--- config.mk ---
export PLATFORM = sky130hd
export DESIGN_NAME = scan_decoder
export DESIGN_NICKNAME = d
export VERILOG_FILES = /design/src/rtl/scan_decoder.sv
export SDC_FILE = /design/constraint.sdc
export NUM_CORES = 1
export LEC_CHECK = 0
export CELL_PAD_IN_SITES_DETAIL_PLACEMENT = 1
export CELL_PAD_IN_SITES_GLOBAL_PLACEMENT = 1
export CORE_MARGIN = 5
export CORE_UTILIZATION = 36
export CTS_CLUSTER_SIZE = 10
export DETAILED_ROUTE_END_ITERATION = 6
export GPL_TIMING_DRIVEN = 0
export HOLD_SLACK_MARGIN = 0.1
export PLACE_DENSITY_LB_ADDON = 0.1
export SYNTH_ARGS = -nofsm -noshare
export SYNTH_HDL_FRONTEND = slang
export SYNTH_SLANG_ARGS = --single-unit
--- constraint.sdc ---
create_clock -name clk -period 3.85 [get_ports clk]
set_input_delay 0.77 -clock clk [delete_from_list [all_inputs] [get_ports clk]]
set_output_delay 0.77 -clock clk [all_outputs]
set_load 0.05 [all_outputs]
--- src/rtl/scan_decoder.sv ---
// Registered N-to-2**N line decoder with a direct-select mode and an auto-scan
// mode that steps the index every DIV enabled cycles and pulses wrap on rollover.
module scan_decoder #(
    parameter int N          = 2,
    parameter bit ACTIVE_LOW = 1'b1,
    parameter int DIV        = 4
) (
    input  logic            clk,
    input  logic            rst,
    input  logic            en,
    input  logic            mode,
    input  logic [N-1:0]    a,
    input  logic            blank,
    output logic [2**N-1:0] y,
    output logic [N-1:0]    idx,
    output logic            wrap
);

    localparam int M  = 2**N;
    localparam int PW = (DIV > 1) ? $clog2(DIV) : 1;
    localparam logic [PW-1:0] PMAX     = PW'(DIV - 1);
    localparam logic [M-1:0]  INACTIVE = {M{ACTIVE_LOW}};

    logic [PW-1:0] presc, presc_nxt;
    logic [N-1:0]  idx_nxt;
    logic          prev_mode, mode_nxt;
    logic          wrap_nxt;
    logic [M-1:0]  dec, y_nxt;

    always_comb begin
        idx_nxt   = idx;
        presc_nxt = presc;
        mode_nxt  = prev_mode;
        wrap_nxt  = 1'b0;
        if (en) begin
            mode_nxt = mode;
            if (!mode || !prev_mode) begin
                // direct select, scan exit and scan entry all load the index from a
                idx_nxt   = a;
                presc_nxt = '0;
            end else if (presc == PMAX) begin
                presc_nxt = '0;
                idx_nxt   = idx + 1'b1;
                wrap_nxt  = (idx == {N{1'b1}});
            end else begin
                presc_nxt = presc + 1'b1;
            end
        end
    end

    // y tracks the index being loaded this edge so y always matches decode(idx)
    always_comb begin
        dec          = '0;
        dec[idx_nxt] = 1'b1;
        if (blank)
            y_nxt = INACTIVE;
        else
            y_nxt = ACTIVE_LOW ? ~dec : dec;
    end

    always_ff @(posedge clk or posedge rst) begin
        if (rst) begin
            y         <= INACTIVE;
            idx       <= '0;
            wrap      <= 1'b0;
            presc     <= '0;
            prev_mode <= 1'b0;
        end else begin
            y         <= y_nxt;
            idx       <= idx_nxt;
            wrap      <= wrap_nxt;
            presc     <= presc_nxt;
            prev_mode <= mode_nxt;
        end
    end

endmodule

# After elaboration in Yosys (flattened, before gate mapping)
# Index checks and enable logic that the tools add are counted.
# totals
reg_bits	10
input_bits	7
out_inout_bits	7
wordCells	27
# classes
addsub	2
n_lt_le_gt_ge	2
eq_ne	2
n_mux	11
bitwise	1
n_reduce_logical	4
# ops
cell	count
$mux 2	5
$add 2x1->2 const B	2
$eq 2x2->1 const B	2
$mux 1	4
$mux 4	1
$not 4->4	1
$lt 2x3->1 const B	1
$demux 1 s2	1
$ge 2x1->1 const B	1
$logic_not 1->1	2
$logic_and 1x1->1	1
$logic_or 1x1->1	1

# Longest topological paths before layout
# logic_depth
depth_word	10
mapped_depth	5

# Least setup slack after synthesis
# Ideal clock, no wire load.
# synth_timing
path_type	reg2reg
start	register idx[0]
end	register y[1]
setup_ns	0.088
arrival_ns	1.672
slack_ns	2.089
path_stages_with_launch	6
synth_period_minus_slack_ns	1.761
path_cell_list	dfrtp_1 ha_1 nand4b_1 o21ai_2 a22oi_4 or3b_1
# synth_between
elab_chain_len	10
word_cells_on_any_way	11
classes_between	add/sub (1); order compare (2); mux (6); bitwise (1); reduce/logical (1)
# synth_rtl
item	line	source
from (decl)	15	output logic [N-1:0] idx,
from (signal assigned)	70	idx <= idx_nxt;
$add 2x1->2 (*)	43	idx_nxt = idx + 1'b1;
$mux 2 (*)	41	end else if (presc == PMAX) begin
$mux 2 (*)	37	if (!mode || !prev_mode) begin
$mux 2 (*)	35	if (en) begin
net idx_nxt[1]	25	logic [N-1:0] idx_nxt;
$lt 2x3->1 (not written as such) / $ge 2x1->1 (equally long branches)	54	dec[idx_nxt] = 1'b1;
$logic_and 1x1->1 (not written as such)	54	
$mux 1 (not written as such)	54	
$demux 1 s2 (*)	54	
$not 4->4 (*)	58	y_nxt = ACTIVE_LOW ? ~dec : dec;
$mux 4 (*)	55	if (blank)
net y_nxt[1]	28	logic [M-1:0] dec, y_nxt;
to (signal assigned)	69	y <= y_nxt;
to (decl)	14	output logic [2**N-1:0] y,
# Mark *: on every way through the listed nets, which the timed path passes. The rest lies on a longest branch.
# A chain may end at the register's enable or synchronous reset.

# Worst setup path in the final report
# layout_timing
start	register y[2]
end	output y[2]
# No word-level cell between the ends.

==> impl_metrics.yaml <==
sta:
  tns_ns: 0
  rsz0062_at_grt: "false"
  setup_viol: 0
  finalHoldViolCount: 0
  fin_crit_ns: 2.33
  period_share_pct: 60.6
  relSlewSlack_pct: 66.2
  drv_slew: 0
  max_clock_freq_mhz: 429
  tightest_slew_ns: 0.505
  finClkSkew_ns: 0.0171
die:
  rows: 13
  dieArea_mm2: 0.00216
  die_y_um: 46.4
  ioPinCount: 14
  core_area_mm2: 0.00128
  start_util_pct: 37.2
  die_w_um: 46.4
power_and_ir_drop:
  irDropWorstVdd_v: 0.000319
  p_leak_nw: 0.283
  power_density_mw_per_mm2: 426
yosys:
  yosysWarnings: 0
  synth_area_per_cell_um2: 12.3
  ys_types: 21
  ys_seq_area_share_pct: 53.4
  ys_seq_elements: 10
  syn-cell-area_um2: 478
  synth_cells: 39
  syn-num-nets: 49
clock_tree:
  cts.clk_slew.worst_paths_ns: 0.08
  post_cts_buffers: 0
  htreeDepth: 1
  post_cts_resized: 0
  clockBufferDepth: 2
  clkLatencyLatePin_ns: 0.27
  cts_root_buffer: "clkbuf_4"
  cts-buffers-inserted: 3
  cts_sinks: 10
  cts_tree: "done"
  hold_buffers: 0
drt:
  vias: 344
  drcViolationCount: 0
  drt_iter0_markers: 3
  dr.pass1.iters: 2
  drtAntennaViolNets: 0
  viasPerCell: 4.85
  wl_met3_um: 44
  top_layer: "met3"
  wl_per_cell_um: 14.2
  met2_length_um: 612
  wl_met1_um: 348
  wl_um: 1010
run:
  maxCapViolCount: 0
critical_path:
  rr_startpoint: "idx[0]"
  critPathLaunch: "y[2]"
  cp-end-kind: "primary output"
  max_stage_delay_ns: 0.80
  cp_top_family: "buffers and inverters"
  worstSetupPathType: "reg2out"
  timing.critical_path.buf_inv: 1
  arrival_ns: 1.56
  crit_required_ns: 3.08
  startpoint_type: "flip-flop"
  cpMaxStageDelayCell: "clkdlybuf4s50_1"
  critPathMaxFanout: 1
  critical_path.cell_chain: "clkdlybuf4s50_1"
final_layout:
  diodes: 0
  final_layout_size_suffix_gt1_share_pct: 23.2
  final_cell_area_um2: 653
  multi_input_area_um2: 204
  syn_to_final_growth_pct: 36.6
  fin_nets: 67
  num-fill-cells: 142
  seq_area_um2: 255
  fin_cells: 71
placed_design:
  dp_cells: 67
  post_dp_cell_area_um2: 627
  gp_congestion: 0.668
  place.port_buffers: 13
  dp_hpwl_um: 867
status:
  status: "completed"
global_routing:
  antenna_found_initial: 0
  grt_pass1_wl_um: 1670
  grt_usage_pct: 11.5
  overflow: 0
  grt_max_degree: 11
  grt_pass1_vias: 374
worst_hold_path:
  min_from: "presc[0]"
  min_path_type: "reg2reg"
==> cell usage after synthesis <==
cell type  count  share of area, %
dfrtp_1        6                31
dfstp_2        4                22
ha_1           3               7.9
inv_1          3               2.4
nand2_1        2               1.6
nand3_1        2               2.1
nand3b_1       2               3.1
o21ai_1        2               2.1
o22ai_1        2               2.6
or3b_1         2               3.7
a21oi_2        1               1.8
a22oi_4        1               4.5
and2_4         1               1.8
buf_4          1               1.6
mux2_2         1               2.4
mux2i_1        1               2.1
nand2b_1       1               1.3
nand4b_1       1               1.8
nor2_1         1              0.78
o21ai_2        1               1.8
or3_1          1               1.3
==> state kept, by name, indices dropped and copies added (netlist names) <==
register	cells
presc	2
y	4
wrap	1
prev_mode	1
idx	2
==> cell usage in the layout (no fill, tap or decap), types with 2 or more instances in the layout <==
cell,count
o21ai_1,2
nand3b_1,2
dfstp_2,4
inv_1,3
o22ai_1,2
dfrtp_1,6
clkbuf_4,3
nand2_1,2
clkdlybuf4s50_1,13
or3b_1,2
nand3_1,2
ha_1,3
==> power by group <==
group          internal [mW]  switching [mW]  total (mW)  leakage [nW]
sequential             0.117         0.00746       0.125         0.117
clock                 0.0399          0.0357      0.0756        0.0150
combinational         0.0310          0.0466      0.0777         0.151
==> path summary, 6_finish.rpt <==
check,cells past startpoint,slack [ns],end
min in group asynchronous,2,0.76,prev_mode
worst min-delay path,1,0.54,presc[0]
worst min register to register,1,0.54,presc[0]
max in group asynchronous,2,2.76,y[1]
worst max-delay path,1,1.52,y[2]
worst max register to register,5,2.28,y[2]
==> stage by stage <==
stage | setup slack, ns | total power, mW | hold WS (ns) | utilization (%)
3_3_place_gp | 1.65 | 0.201 | 0.502 | 48.8
6_report | 1.52 | 0.278 | 0.538 | 50.8
5_1_grt | 1.47 | 0.293 | 0.550 | 50.8
4_1_cts | 1.50 | 0.282 | 0.545 | 50.8
2_1_floorplan | 2.09 | 0.177 | 0.483 | -
3_5_place_dp | 1.59 | 0.206 | 0.536 | 48.8
==> routing by layer <==
layer / track usage, % / vias up
li1: - / 170
met1: 10.6 / 167
met2: 22.0 / 7
met3: 3.91 / 0
met4: 5.11 / 0
met5: 0 / -
==> final cells by class <==
cell class | instances | area share (%)
plain buffers | 1 | 1.15
inverters | 3 | 1.72
well taps | 15 | 2.87
flip-flops and latches | 10 | 39.1
multi-input cells | 25 | 31.2
clock buffers | 4 | 4.02
repair buffers | 13 | 19.9
==> cell families after synthesis <==
group / count (synthesis) / share of synthesized area, %
mux: 2 / 4.45
buf+inv: 4 / 3.93
flops: 10 / 53.4
compound gates: 7 / 12.8
fa+ha+maj: 3 / 7.85
simple gates: 13 / 17.5
(Power assumes the default switching activity.)
